==> src/rtl/pc_pkg.sv <==
// Shared definitions for the program-counter sequencer: FSM state type and
// default widths used by pc_seq and pc_ret_stack.
package pc_pkg;

    typedef enum logic {
        PC_RUN     = 1'b0,
        PC_HALTED  = 1'b1
    } pc_state_e;

    localparam int PC_W_DEF        = 12;
    localparam int OFF_W_DEF       = 8;
    localparam int STACK_DEPTH_DEF = 4;

endpackage

==> src/rtl/pc_ret_stack.sv <==
// Return-address LIFO for pc_seq. DEPTH entries of W bits, power-of-2 depth.
// Push while full and pop while empty are ignored here; the caller decides
// what those cases mean. Storage is not reset, only the occupancy count.
module pc_ret_stack
    import pc_pkg::*;
#(
    parameter int DEPTH = STACK_DEPTH_DEF,
    parameter int W     = PC_W_DEF
) (
    input  logic         clk,
    input  logic         reset_n,
    input  logic         clear_i,
    input  logic         push_i,
    input  logic         pop_i,
    input  logic [W-1:0] data_i,
    output logic [W-1:0] top_o,
    output logic         full_o,
    output logic         empty_o
);

    localparam int AW = $clog2(DEPTH);

    logic [W-1:0]  mem_q [DEPTH];
    logic [AW:0]   cnt_q;
    logic [AW-1:0] wr_idx;
    logic [AW-1:0] top_idx;

    // When full, wr_idx wraps to 0 and top_idx wraps to DEPTH-1, which is
    // still the most recent entry.
    assign wr_idx  = cnt_q[AW-1:0];
    assign top_idx = wr_idx - AW'(1);
    assign top_o   = mem_q[top_idx];
    assign full_o  = (cnt_q == (AW+1)'(DEPTH));
    assign empty_o = (cnt_q == '0);

    // Occupancy count; clear empties the stack without touching storage
    always_ff @(posedge clk) begin
        if (!reset_n || clear_i) begin
            cnt_q <= '0;
        end else if (push_i && !full_o) begin
            cnt_q <= cnt_q + (AW+1)'(1);
        end else if (pop_i && !empty_o) begin
            cnt_q <= cnt_q - (AW+1)'(1);
        end
    end

    // Entry storage, written on an accepted push
    always_ff @(posedge clk) begin
        if (push_i && !full_o) begin
            mem_q[wr_idx] <= data_i;
        end
    end

endmodule

==> src/rtl/pc_seq.sv <==
// Program-counter sequencer: RUN/HALTED FSM, stall, absolute/relative branch
// and optional call/return stack driving the instruction-fetch address.
// Optional feature macro: PC_RET_STACK_EN (return stack, call/ret, stk_ovf/stk_unf).
// Without it, call and ret are ignored and both flags read 0.
module pc_seq
    import pc_pkg::*;
#(
    parameter int PC_W        = PC_W_DEF,
    parameter int OFF_W       = OFF_W_DEF,
    parameter int STACK_DEPTH = STACK_DEPTH_DEF
) (
    input  logic             clk,
    input  logic             reset_n,
    input  logic             halt,
    input  logic             restart,
    input  logic             stall,
    input  logic             branch,
    input  logic             br_rel,
    input  logic [PC_W-1:0]  target,
    input  logic [OFF_W-1:0] offset,
    input  logic             call,
    input  logic             ret,
    output logic [PC_W-1:0]  prog_ct,
    output logic             done,
    output logic             stk_ovf,
    output logic             stk_unf
);

    pc_state_e               state_q;
    logic [PC_W-1:0]         pc_q;
    logic                    done_q;
    logic                    ovf_q;
    logic                    unf_q;

    logic signed [OFF_W-1:0] off_s;
    logic [PC_W-1:0]         pc_inc;
    logic [PC_W-1:0]         pc_rel;
    logic [PC_W-1:0]         pc_br;
    logic                    run_go;
    logic                    call_act;
    logic                    ret_act;
    logic                    stk_full;
    logic                    stk_empty;
    logic [PC_W-1:0]         stk_top;

    // All PC arithmetic wraps modulo 2^PC_W; the offset is sign-extended.
    assign off_s  = offset;
    assign pc_inc = pc_q + PC_W'(1);
    assign pc_rel = pc_q + PC_W'(off_s);
    assign pc_br  = br_rel ? pc_rel : target;

    // A cycle that may act on ret/call/branch: running, not halting, not stalled
    assign run_go = (state_q == PC_RUN) && !halt && !stall;

`ifdef PC_RET_STACK_EN
    logic stk_push;
    logic stk_pop;
    logic stk_clear;

    assign call_act  = call;
    assign ret_act   = ret;
    // ret outranks call, so a push only happens when ret is absent
    assign stk_push  = run_go && !ret && call;
    assign stk_pop   = run_go && ret;
    assign stk_clear = (state_q == PC_HALTED) && restart;

    pc_ret_stack #(
        .DEPTH (STACK_DEPTH),
        .W     (PC_W)
    ) u_stack (
        .clk     (clk),
        .reset_n (reset_n),
        .clear_i (stk_clear),
        .push_i  (stk_push),
        .pop_i   (stk_pop),
        .data_i  (pc_inc),
        .top_o   (stk_top),
        .full_o  (stk_full),
        .empty_o (stk_empty)
    );
`else
    logic unused_cfg;

    // No stack: call/ret fall through the priority chain as if absent
    assign call_act   = 1'b0;
    assign ret_act    = 1'b0;
    assign stk_full   = 1'b0;
    assign stk_empty  = 1'b1;
    assign stk_top    = '0;
    assign unused_cfg = ^{call, ret, (STACK_DEPTH > 1)};
`endif

    // RUN/HALTED FSM with next-PC selection and sticky stack flags
    always_ff @(posedge clk) begin
        if (!reset_n) begin
            state_q <= PC_RUN;
            pc_q    <= '0;
            done_q  <= 1'b0;
            ovf_q   <= 1'b0;
            unf_q   <= 1'b0;
        end else begin
            case (state_q)
                PC_RUN: begin
                    if (halt) begin
                        state_q <= PC_HALTED;
                        done_q  <= 1'b1;
                    end else if (stall) begin
                        pc_q <= pc_q;
                    end else if (ret_act) begin
                        if (stk_empty) begin
                            pc_q  <= pc_inc;
                            unf_q <= 1'b1;
                        end else begin
                            pc_q <= stk_top;
                        end
                    end else if (call_act) begin
                        pc_q <= target;
                        if (stk_full) begin
                            ovf_q <= 1'b1;
                        end
                    end else if (branch) begin
                        pc_q <= pc_br;
                    end else begin
                        pc_q <= pc_inc;
                    end
                end
                PC_HALTED: begin
                    if (restart) begin
                        state_q <= PC_RUN;
                        done_q  <= 1'b0;
                        pc_q    <= '0;
                    end
                end
                default: begin
                    state_q <= PC_RUN;
                end
            endcase
        end
    end

    assign prog_ct = pc_q;
    assign done    = done_q;
    assign stk_ovf = ovf_q;
    assign stk_unf = unf_q;

endmodule
==> config.mk <==
export PLATFORM = sky130hd
export DESIGN_NAME = pc_seq
export DESIGN_NICKNAME = d
export VERILOG_FILES = /design/src/rtl/pc_pkg.sv /design/src/rtl/pc_ret_stack.sv /design/src/rtl/pc_seq.sv
export SDC_FILE = /design/constraint.sdc
export NUM_CORES = 1
export LEC_CHECK = 0
export ABC_AREA = 1
export ABC_CLOCK_PERIOD_IN_PS = 2120
export BUFFER_PORTS_ARGS = -buffer_cell sky130_fd_sc_hd__buf_2
export CELL_PAD_IN_SITES_DETAIL_PLACEMENT = 2
export CELL_PAD_IN_SITES_GLOBAL_PLACEMENT = 2
export CORE_MARGIN = 4
export CORE_UTILIZATION = 26
export CTS_CLUSTER_DIAMETER = 50
export CTS_CLUSTER_SIZE = 16
export DETAILED_ROUTE_END_ITERATION = 12
export PLACE_DENSITY = 0.82
export SLEW_MARGIN = 15
export SYNTH_ARGS = -nofsm -noshare
export SYNTH_HDL_FRONTEND = slang
export SYNTH_HIERARCHICAL = 1
export SYNTH_SLANG_ARGS = --single-unit
==> constraint.sdc <==
create_clock -name clk -period 2.12 [get_ports clk]
set_clock_uncertainty 0.15 [all_clocks]
set_input_delay 0.318 -clock clk [delete_from_list [all_inputs] [get_ports clk]]
set_output_delay 0.318 -clock clk [all_outputs]
set_load 0.005 [all_outputs]
# Word-level counts from Yosys, hierarchy flattened
# Cells that the tools add are included.
# W data, S select, Z words.
totals:
  reg_bits: 14
  in_bits: 29
  out_inout_bits: 15
  elab_cells: 24
op_classes:
  addsub: 2
  eq_ne: 4
  muxes: 12
  bitwise: 1
  reduce_logical: 2
op_table:
  columns: ["cell", "n"]
  rows:
  - ["$mux W12", 5]
  - ["$pmux W12 S2", 1]
  - ["$add A12 B1 Y12 const B", 1]
  - ["$add A12 B12 Y12", 1]
  - ["$ne A2 B2 Y1 const B", 4]
  - ["$mux W1", 4]
  - ["$pmux W1 S2", 2]
  - ["$reduce_and A3 Y1", 1]
  - ["$reduce_and A2 Y1", 1]
  - ["$not A1 Y1", 1]

# Longest topological paths before layout
# Gate-level depths: netlist of the first run.
logic_depth:
  depth_word: 6
  mapped_depth: 12
  ltp_nobuf: 12

# Worst setup path after synthesis of the first run
# No wires, ideal clock.
synth_timing:
  path_type: "reg-to-reg"
  from: "reg pc_q[0] (netlist: prog_ct[0])"
  to: "reg pc_q[8] (netlist: prog_ct[8])"
  setup_time_ns: 0.070
  t_arrival_ns: 1.642
  required_ns: 1.900
  path_slack_ns: 0.257
  path_stages_with_launch: 12
  n_path_buf: 0
  period_less_slack_ns: 1.863
  cell_sequence: "dfxtp_1 -> ha_1 -> fa_1 -> nand2_1 -> nand3_1 -> nand3_1 -> nand2_1 -> nand2_1 -> nand2_1 -> o21ai_0 -> nand2_1 -> a21oi_1"
synth_via:
  elab_chain_cells: 6
  word_cells_on_any_way: 7
  cone_classes: "add/sub (2); mux (5)"
synth_rtl:
  columns: ["element", "line", "source"]
  rows:
  - ["start, declared", "pc_seq.sv:30", "logic [PC_W-1:0] pc_q;"]
  - ["start signal, assigned", "pc_seq.sv:108", "pc_q <= pc_q;"]
  - ["start signal, assigned", "pc_seq.sv:111", "pc_q <= pc_inc;"]
  - ["start signal, assigned", "pc_seq.sv:114", "pc_q <= stk_top;"]
  - ["$add A12 B12 Y12", "pc_seq.sv:49", "assign pc_rel = pc_q + PC_W'(off_s);"]
  - ["$mux W12", "pc_seq.sv:50", "assign pc_br = br_rel ? pc_rel : target;"]
  - ["$mux W12 *", "pc_seq.sv:121", "end else if (branch) begin"]
  - ["$mux W12 *", "pc_seq.sv:107", "end else if (stall) begin"]
  - ["$mux W12 *", "pc_seq.sv:104", "if (halt) begin"]
  - ["$pmux W12 S2 *", "pc_seq.sv:102", "case (state_q)"]
# Every way passes the cells marked *; elsewhere a longest branch is shown, timed or not. The select of a mux whose other input is x is not followed.
# A chain may end at the register's enable or synchronous reset.

# Worst setup path after layout of the first run
layout_timing:
  from: "reg pc_q[5] (netlist: prog_ct[5])"
  to: "reg pc_q[9] (netlist: prog_ct[9])"
# Same word-level chain as after synthesis.

==> results.sh, run 1 <==
export IMPL_postLayoutCoreUtil=0.3468
export IMPL_ir_drop_uv=190.0
export IMPL_area_growth_pct=27.09
export IMPL_clockBufferDepth=2
export IMPL_antenna_found_initial=0
export IMPL_ys_ff_latch=14
export IMPL_fmax_mhz=520.4
export IMPL_grt_pass1_wl_mm=10.52
export IMPL_drtAntennaViolNets=0
export IMPL_hp_class="input pin to flop"
export IMPL_core_area_sq_um=6026
export IMPL_worstRegToRegCells=10
export IMPL_cts_tree="done"
export IMPL_drc=0
export IMPL_drt_initial_drc_count=38
export IMPL_routed_top_layer="met4"
export IMPL_cts_root_buffer="clkbuf_8"
export IMPL_grt_overflow_total=0
export IMPL_slew_limit_headroom=0.6006
export IMPL_internal_power_uw=521.6
export IMPL_synth_edff_count=0
export IMPL_worstSkewPairLatency_ns=0.25
export IMPL_initial_utilization=0.2728
export IMPL_grt_usage=0.1723
export IMPL_reg2reg_slack_ns=0.20
export IMPL_critPathLaunch="prog_ct[5]"
export IMPL_gp_congestion=0.7734
export IMPL_clkTransAtPathRegs_ns=0.06
export IMPL_first_pass_iters=4
export IMPL_cts_sinks=14
export IMPL_cts_setup_buffers=0
export IMPL_antennaDiodeCount=0
export IMPL_power_leakage_nw=1.090
export IMPL_holdWs_ns=0.1893
export IMPL_fp_dieH_microns=87.52
export IMPL_die_w_microns=87.52
export IMPL_viasPerCell=4.951
export IMPL_pin_count=44
export IMPL_dieArea_sq_um=7660
export IMPL_setup_ws_ns=0.1985
export IMPL_syn_avg_cell_area_sq_um=5.789
export IMPL_sequentialPowerShare=0.355
export IMPL_status="completed"
export IMPL_fin_crit_ns=1.921
export IMPL_crit_path_end_kind="flop"
export IMPL_place_area_sq_um=2012
export IMPL_max_cap_violations=0
export IMPL_num_rows=28
export IMPL_layout_drive_gt1_share=0.2358
export IMPL_cts_buffers=3
export IMPL_switching_power_uw=291.0
export IMPL_synth_cell_types=33
export IMPL_synth_cells=284
export IMPL_wl_met2_mm=3.303
export IMPL_wl_per_cell_microns=15.36
export IMPL_r2r_end="prog_ct[9]"
export IMPL_place_hpwl_mm=5.345
export IMPL_yosys_warnings=6
export IMPL_worst_slew_pin_transition_ns=0.5991
export IMPL_nets=379
export IMPL_worstPathRequired_ns=2.09
export IMPL_arrival_ns=1.89
export IMPL_setup_viol=0
export IMPL_routed_wl_mm=6.299
export IMPL_vias=2030
export IMPL_tns_ns=0
export IMPL_netSwitchingFraction=0.3581
export IMPL_finalHoldViolCount=0
export IMPL_ys_flop_type="dfxtp_1"
export IMPL_rr_startpoint="prog_ct[5]"
export IMPL_ctsHoldBuffers=0
export IMPL_critPathMaxFanout=5
export IMPL_synthArstFlopShare=0
export IMPL_clockPowerShare=0.279
export IMPL_m1WireLength_mm=2.773
export IMPL_drv_slew=0
export IMPL_syn_cell_area_sq_um=1644
export IMPL_port_buffers=39
export IMPL_path_class="flop to flop"
export IMPL_final_area_sq_um=2090
export IMPL_worstSetupStartpointType="flop"
export IMPL_timing_final_crit_share=0.9063
export IMPL_htree_levels=1
export IMPL_grt_max_degree=22
export IMPL_place_ws_ns=-0.007960
export IMPL_worstSetupEndpoint="prog_ct[9]"
export IMPL_ys_seq_area_frac=0.1705
export IMPL_combPwrFrac=0.366
export IMPL_p_per_area_nw_per_um2=388.9
export IMPL_wl_met3_microns=202
export IMPL_grt_pass1_vias=2266
cell usage after synthesis (2+ instances only):
| cell | count | area, sq um |
|---|---|---|
| nand2_1 | 97 | 364.1 |
| inv_1 | 36 | 135.1 |
| a21oi_1 | 30 | 150.1 |
| nand3_1 | 23 | 115.1 |
| nor2_1 | 16 | 60.06 |
| dfxtp_1 | 14 | 280.3 |
| ha_1 | 12 | 150.1 |
| o21ai_0 | 9 | 45.04 |
| nand4_1 | 5 | 31.28 |
| buf_2 | 3 | 15.01 |
| buf_4 | 3 | 22.52 |
| inv_2 | 3 | 11.26 |
| nor3_1 | 3 | 15.01 |
| xnor2_1 | 3 | 26.28 |
| xor2_1 | 3 | 26.28 |
| a21oi_2 | 2 | 17.52 |
| clkbuf_1 | 2 | 7.510 |
| nand2_2 | 2 | 12.51 |
| nand3b_1 | 2 | 15.01 |
| nor2_2 | 2 | 12.51 |
| o21ai_1 | 2 | 10.01 |
flip-flops by register name, summed over array words and instances (netlist names):
register,count
prog_ct,12
done,1
state_q,1
cell usage in the layout (no fill, tap or decap), drive strengths merged:
cell    instances
nand2          99
buf            55
inv            39
a21oi          32
nand3          24
nor2           19
dfxtp          14
ha             12
o21ai          11
nand4           5
nor3            5
xor2            3
xnor2           3
clkbuf          3
nand3b          2
conb            2
a31oi           1
a21o            1
or2             1
a22oi           1
o211ai          1
o22ai           1
fa              1
cell type report:
class                   instances  area [sq um]
fillers                       805          3936
multi-input cells             224          1211
repair buffers                 55         315.3
flip-flops and latches         14         281.5
inverters                      39         146.4
well taps                      75         93.84
clock buffers                   3         41.29
logic make-up (layout without fill, tap and decap cells):
| kind of cell | Yosys count | count (layout) | share of synthesized area |
|---|---|---|---|
| adders and majority gates | 13 | 13 | 0.1035 |
| DFF | 14 | 14 | 0.1705 |
| AOI/OAI and AO/OA | 48 | 48 | 0.1568 |
| buffers and inverters | 47 | 97 | 0.1164 |
| and+or+nand+nor | 155 | 155 | 0.4186 |
| other | 1 | 2 | 0.002281 |
| xor gates and xnor gates | 6 | 6 | 0.03197 |
layer usage:
| layer | vias to the layer above | global-route usage |
|---|---|---|
| li1 | 1014 | - |
| met3 | 2 | 0.02460 |
| met1 | 977 | 0.2111 |
| met5 | - | 0 |
| met4 | 0 | 0.01255 |
| met2 | 37 | 0.3288 |
power by group through the flow:
| stage | Combinational (mW) | Clock, mW | Sequential, mW |
|---|---|---|---|
| 2_1_floorplan | 0.173 | 0 | 0.298 |
| 3_5_place_dp | 0.294 | 0 | 0.294 |
| 5_1_grt | 0.342 | 0.245 | 0.290 |
| 6_report | 0.297 | 0.227 | 0.289 |
| 4_1_cts | 0.296 | 0.230 | 0.288 |
| 3_3_place_gp | 0.280 | 0 | 0.293 |
through the flow:
stage | total power, mW | cells
floorplan | 0.4710 | 285
global placement | 0.5734 | 407
detailed placement | 0.5882 | 407
CTS | 0.8147 | 410
global route | 0.8764 | 410
finish | 0.8126 | 410
worst max-delay path: stages (launching register included):
cell and delay [ns]:
dfxtp_1 0.34, ha_1 0.36, nand2_1 0.12, nor2_1 0.19
nand3_1 0.17, nand3_1 0.12, nand2_1 0.05, nand3_1 0.09
nand2_1 0.07, nand2_1 0.08, a21oi_2 0.05
worst min-delay path by stage:
stage | end | start | slack (ns) | cells past startpoint
global placement | done | done | 0.29 | 2
CTS | state_q | halt | 0.20 | 3
global route | done | halt | 0.21 | 3
detailed placement | done | done | 0.34 | 2
floorplan | done | done | 0.31 | 2
finish | done | halt | 0.19 | 3
what timing repair did:
| action | 4_1_cts | 5_1_grt |
|---|---|---|
| resized for setup | 0 | 8 |
| hold endpoints to repair | 0 | 0 |
| setup endpoints to repair | 0 | 3 |
Power figures use the tool's default switching activity.
==> run 2, diff against run 1 <==
Settings changed: ABC_CLOCK_PERIOD_IN_PS 2120 to 1700, CORE_UTILIZATION 26 to 24, PLACE_DENSITY 0.82 to 0.8.
Clock period 2.12 ns to 1.7 ns, I/O delays scaled along.
==> results.sh, run 2 (same netlist as run 1, synthesis figures left out) <==
export IMPL_netSwitchingFraction=0.3810
export IMPL_cts_tree="done"
export IMPL_arrival_ns=1.95
export IMPL_rsz0062_at_grt="true"
export IMPL_first_pass_iters=4
export IMPL_p_per_area_nw_per_um2=459.2
export IMPL_routed_wl_mm=7.768
export IMPL_drtAntennaViolNets=0
export IMPL_path_class="flop to flop"
export IMPL_clockPowerShare=0.255
export IMPL_largest_reg_flops=12
export IMPL_gp_congestion=0.8110
export IMPL_fp_dieH_microns=90.77
export IMPL_sequentialPowerShare=0.317
export IMPL_wl_per_cell_microns=18.19
export IMPL_setup_ws_ns=-0.2243
export IMPL_cts_buffers=3
export IMPL_antenna_found_initial=0
export IMPL_internal_power_uw=704.8
export IMPL_ir_drop_uv=241.7
export IMPL_cts_root_buffer="clkbuf_8"
export IMPL_nets=394
export IMPL_final_area_sq_um=2480
export IMPL_antennaDiodeCount=0
export IMPL_drv_slew=0
export IMPL_combPwrFrac=0.428
export IMPL_grt_pass1_wl_mm=11.87
export IMPL_postLayoutCoreUtil=0.3818
export IMPL_violations="setup timing"
export IMPL_viasPerCell=5.150
export IMPL_grt_pass1_vias=2402
export IMPL_power_leakage_nw=1.209
export IMPL_core_area_sq_um=6495
export IMPL_drc=0
export IMPL_instances_no_fill=427
export IMPL_layout_drive_gt1_share=0.4057
export IMPL_final_cell_mix="nand2_1, buf_2, inv_1, buf_4, a21oi_1"
export IMPL_area_growth_pct=50.84
export IMPL_grt_max_degree=16
export IMPL_initial_utilization=0.2531
export IMPL_worstSetupStartpointType="flop"
export IMPL_drt_initial_drc_count=77
export IMPL_layout_commonest_cell="nand2_1"
export IMPL_placed_cells=419
export IMPL_critPathMaxFanout=4
export IMPL_fmax_mhz=519.7
export IMPL_hp_class="input pin to flop"
export IMPL_switching_power_uw=433.9
export IMPL_die_w_microns=90.77
export IMPL_htree_levels=1
export IMPL_grt_overflow_total=0
export IMPL_crit_path_end_kind="flop"
export IMPL_worstPathRequired_ns=1.73
export IMPL_port_buffers=39
export IMPL_timing_final_crit_share=1.132
export IMPL_cts_sinks=14
export IMPL_finalHoldViolCount=0
export IMPL_fin_crit_ns=1.924
export IMPL_pin_count=44
export IMPL_holdWs_ns=0.1264
export IMPL_place_hpwl_mm=5.667
export IMPL_vias=2199
export IMPL_dieArea_sq_um=8238
export IMPL_place_area_sq_um=2118
export IMPL_worstSkewPairLatency_ns=0.25
export IMPL_status="finished, violations left"
export IMPL_clockBufferDepth=2
export IMPL_max_cap_violations=0
export IMPL_setup_viol=9
export IMPL_tns_ns=-1.077
export IMPL_num_rows=29
export IMPL_grt_usage=0.1741
export IMPL_clkTransAtPathRegs_ns=0.07
## run 2: cell types whose count changed in the layout (fill, tap and decap cells not counted), moves of 7 or more
cell,delta
nand3_2,+7
ha_4,+7
dfxtp_1,-7
nand2_2,+9
buf_4,+12
nand3_1,-8
nand2_1,-11
## run 2: timing repair
action                     CTS  global route
setup endpoints to repair   10            10
hold buffers                 0             0
pin swaps                   14            13
gates resized for setup     39            27
buffers inserted             2             4
## run 2: cell type report
cell class / count / area, sq um
Inverter: 39 / 150.1
Tap cell: 77 / 96.34
Multi-Input combinational cell: 224 / 1444
Fill cell: 813 / 4015
Clock buffer: 3 / 41.29
Sequential cell: 14 / 300.3
Timing Repair Buffer: 70 / 447.9
## run 2: final timing paths
kind         startpoint          to  slack, ns  depth (start not counted)
min reg2reg        done        done       0.36                          2
min             reset_n     state_q       0.13                          3
max          prog_ct[0]  prog_ct[8]      -0.22                         11
max reg2reg  prog_ct[0]  prog_ct[8]      -0.22                         11
## run 2: per-stage QoR
stage / worst slack, ns / power, mW
floorplan: -0.05231 / 0.5901
global placement: -0.1773 / 0.7442
detailed placement: -0.2429 / 0.7633
CTS: -0.1279 / 1.094
global route: -0.3296 / 1.220
finish: -0.2243 / 1.139
## run 2: critical path, cell delays in order, from the launching register on
cell and delay (ns):
dfxtp_2 0.34, ha_4 0.16, fa_2 0.41, nand2_4 0.10, nand3_4 0.07, nand3_2 0.09, nand2_2 0.07, nand2_1 0.07
nand2_1 0.08, o21ai_2 0.11, nand2_1 0.07, a21oi_2 0.12
## run 2: layer usage
layer | routed length (microns) | part of all wire | global-route usage | vias to the layer above
li1 | - | - | - | 1048
met1 | 3139 | 0.40 | 0.2078 | 1077
met2 | 4195 | 0.54 | 0.3385 | 57
met3 | 286 | 0.037 | 0.02500 | 17
met4 | 147 | 0.019 | 0.01148 | 0
met5 | 0 | 0 | 0 | -
## run 2: power groups by stage
stage	registers (mW)	logic [mW]	clock network (mW)
5_1_grt	0.362	0.543	0.314
2_1_floorplan	0.372	0.218	0
4_1_cts	0.362	0.444	0.287
3_3_place_gp	0.366	0.378	0
6_report	0.360	0.487	0.291
3_5_place_dp	0.367	0.396	0
==> run 3, diff against run 2 <==
Settings changed: ABC_CLOCK_PERIOD_IN_PS 1700 to 2150, CELL_PAD_IN_SITES_DETAIL_PLACEMENT 2 to 1, CELL_PAD_IN_SITES_GLOBAL_PLACEMENT 2 to 1, CORE_MARGIN 4 to unset, CORE_UTILIZATION 24 to 35, PLACE_DENSITY 0.8 to 0.83.
Clock period 1.7 ns to 2.15 ns, I/O delays scaled along.
==> results.sh, run 3 (same netlist as run 1, synthesis figures left out) <==
export IMPL_cts_root_buffer="clkbuf_8"
export IMPL_violations="DRC"
export IMPL_antenna_found_initial=0
export IMPL_die_w_microns=70.54
export IMPL_r2r_end="prog_ct[8]"
export IMPL_grt_usage=0.2367
export IMPL_crit_path_end_kind="flop"
export IMPL_worstRegToRegCells=11
export IMPL_drc=2
export IMPL_first_pass_iters=8
export IMPL_rsz0062_at_grt="false"
export IMPL_critPathMaxFanout=4
export IMPL_status="finished, violations left"
export IMPL_total_power_uw=826.3
export IMPL_rr_startpoint="prog_ct[0]"
export IMPL_port_buffers=39
export IMPL_tns_ns=0
export IMPL_slew_limit_headroom=0.5992
export IMPL_wl_per_cell_microns=14.38
export IMPL_worstHoldStart="halt"
export IMPL_grt_max_degree=20
export IMPL_grt_pass1_vias=2207
export IMPL_fmax_mhz=504.3
export IMPL_initial_utilization=0.3699
export IMPL_routed_wl_mm=5.495
export IMPL_drv_slew=0
export IMPL_instances_no_fill=382
export IMPL_cts_resized=0
export IMPL_hold_depth=3
export IMPL_fin_crit_ns=1.983
export IMPL_final_cell_mix="nand2_1, buf_2, inv_1, a21oi_1, nand3_1"
export IMPL_layout_drive_gt1_share=0.2091
export IMPL_setup_viol=0
export IMPL_worstSetupStartpointType="flop"
export IMPL_ctsHoldBuffers=0
export IMPL_grt_overflow_total=0
export IMPL_seq_area_sq_um=280.3
export IMPL_viasPerCell=5.162
export IMPL_layout_commonest_cell="nand2_1"
export IMPL_drt_initial_drc_count=59
export IMPL_postLayoutCoreUtil=0.4496
export IMPL_clkTransAtPathRegs_ns=0.07
export IMPL_core_area_sq_um=4444
export IMPL_multi_input_area_sq_um=1181
export IMPL_area_growth_pct=21.54
export IMPL_num_fill_cells=641
export IMPL_timing_final_crit_share=0.9223
export IMPL_cts_setup_buffers=0
export IMPL_p_per_area_nw_per_um2=413.5
export IMPL_cts_buffers=3
export IMPL_power_leakage_nw=1.071
export IMPL_ir_drop_uv=209.8
export IMPL_finalHoldViolCount=0
export IMPL_grt_pass1_wl_mm=9.563
export IMPL_gp_congestion=0.8464
export IMPL_worstPathRequired_ns=2.18
export IMPL_place_hpwl_mm=4.532
export IMPL_hold_end="done"
export IMPL_path_class="flop to flop"
export IMPL_worst_slew_pin_transition_ns=0.6005
export IMPL_nets=373
export IMPL_antennaDiodeCount=0
export IMPL_htree_levels=1
export IMPL_cts_sinks=14
export IMPL_worstSkewPairLatency_ns=0.25
export IMPL_cts_tree="done"
export IMPL_holdWs_ns=0.1736
export IMPL_placed_cells=378
export IMPL_largest_reg_flops=12
export IMPL_clockBufferDepth=2
export IMPL_pin_count=44
export IMPL_fp_dieH_microns=70.54
export IMPL_vias=1972
export IMPL_drtAntennaViolNets=0
export IMPL_hp_class="input pin to flop"
export IMPL_num_rows=24
export IMPL_dieArea_sq_um=4975
export IMPL_max_cap_violations=0
export IMPL_arrival_ns=2.01
export IMPL_reg2reg_slack_ns=0.17
==> run 3: cell count changes in the layout (fill, tap and decap cells not counted), sizes merged <==
cell      delta
buf         -21
clkbuf       +1
clkinvlp     -1
inv          +1
==> run 3: worst max path at each step <==
stage,slack [ns],start,cells past startpoint,to
floorplan,0.29,prog_ct[0],11,prog_ct[8]
global placement,0.08,offset[0],12,prog_ct[8]
detailed placement,-0.02,offset[0],12,prog_ct[8]
CTS,0.10,prog_ct[0],11,prog_ct[8]
global route,0.04,prog_ct[0],11,prog_ct[8]
finish,0.17,prog_ct[0],11,prog_ct[8]
==> run 3: layer usage <==
metal / share of wire / global-route usage / vias to the layer above
met5: 0 / 0 / -
met4: 0.011 / 0.06889 / 0
met3: 0.029 / 0.01994 / 9
met2: 0.50 / 0.4423 / 34
met1: 0.46 / 0.2898 / 924
li1: - / - / 1005
==> run 3: area by class of cell <==
cell class	count	area share
Multi-Input combinational cell	224	0.5911
Sequential cell	14	0.1403
Timing Repair Buffer	49	0.1353
Inverter	39	0.07326
Tap cell	52	0.03256
Clock buffer	4	0.02755
==> run 3: report_power, final <==
part	switching, mW	total, mW	internal [mW]
sequential	0.0136	0.286	0.272
clock	0.106	0.268	0.162
combinational	0.167	0.272	0.106
==> run 3: through the flow <==
stage | cell area (sq um) | worst slack [ns]
after detailed placement | 1938 | -0.01905
after floorplan | 1648 | 0.2872
after global placement | 1938 | 0.07684
after global routing | 1998 | 0.03631
final | 1998 | 0.1671
after CTS | 1993 | 0.1011
==> run 3: critical path, stage by stage, from the launching register on <==
cell     delay [ns]
dfxtp_1        0.33
ha_1           0.23
fa_2           0.38
nand2_1        0.10
nand3_1        0.09
nand3_1        0.08
nand2_1        0.07
nand2_1        0.06
nand2_1        0.05
o21ai_0        0.17
nand2_1        0.08
a21oi_1        0.12
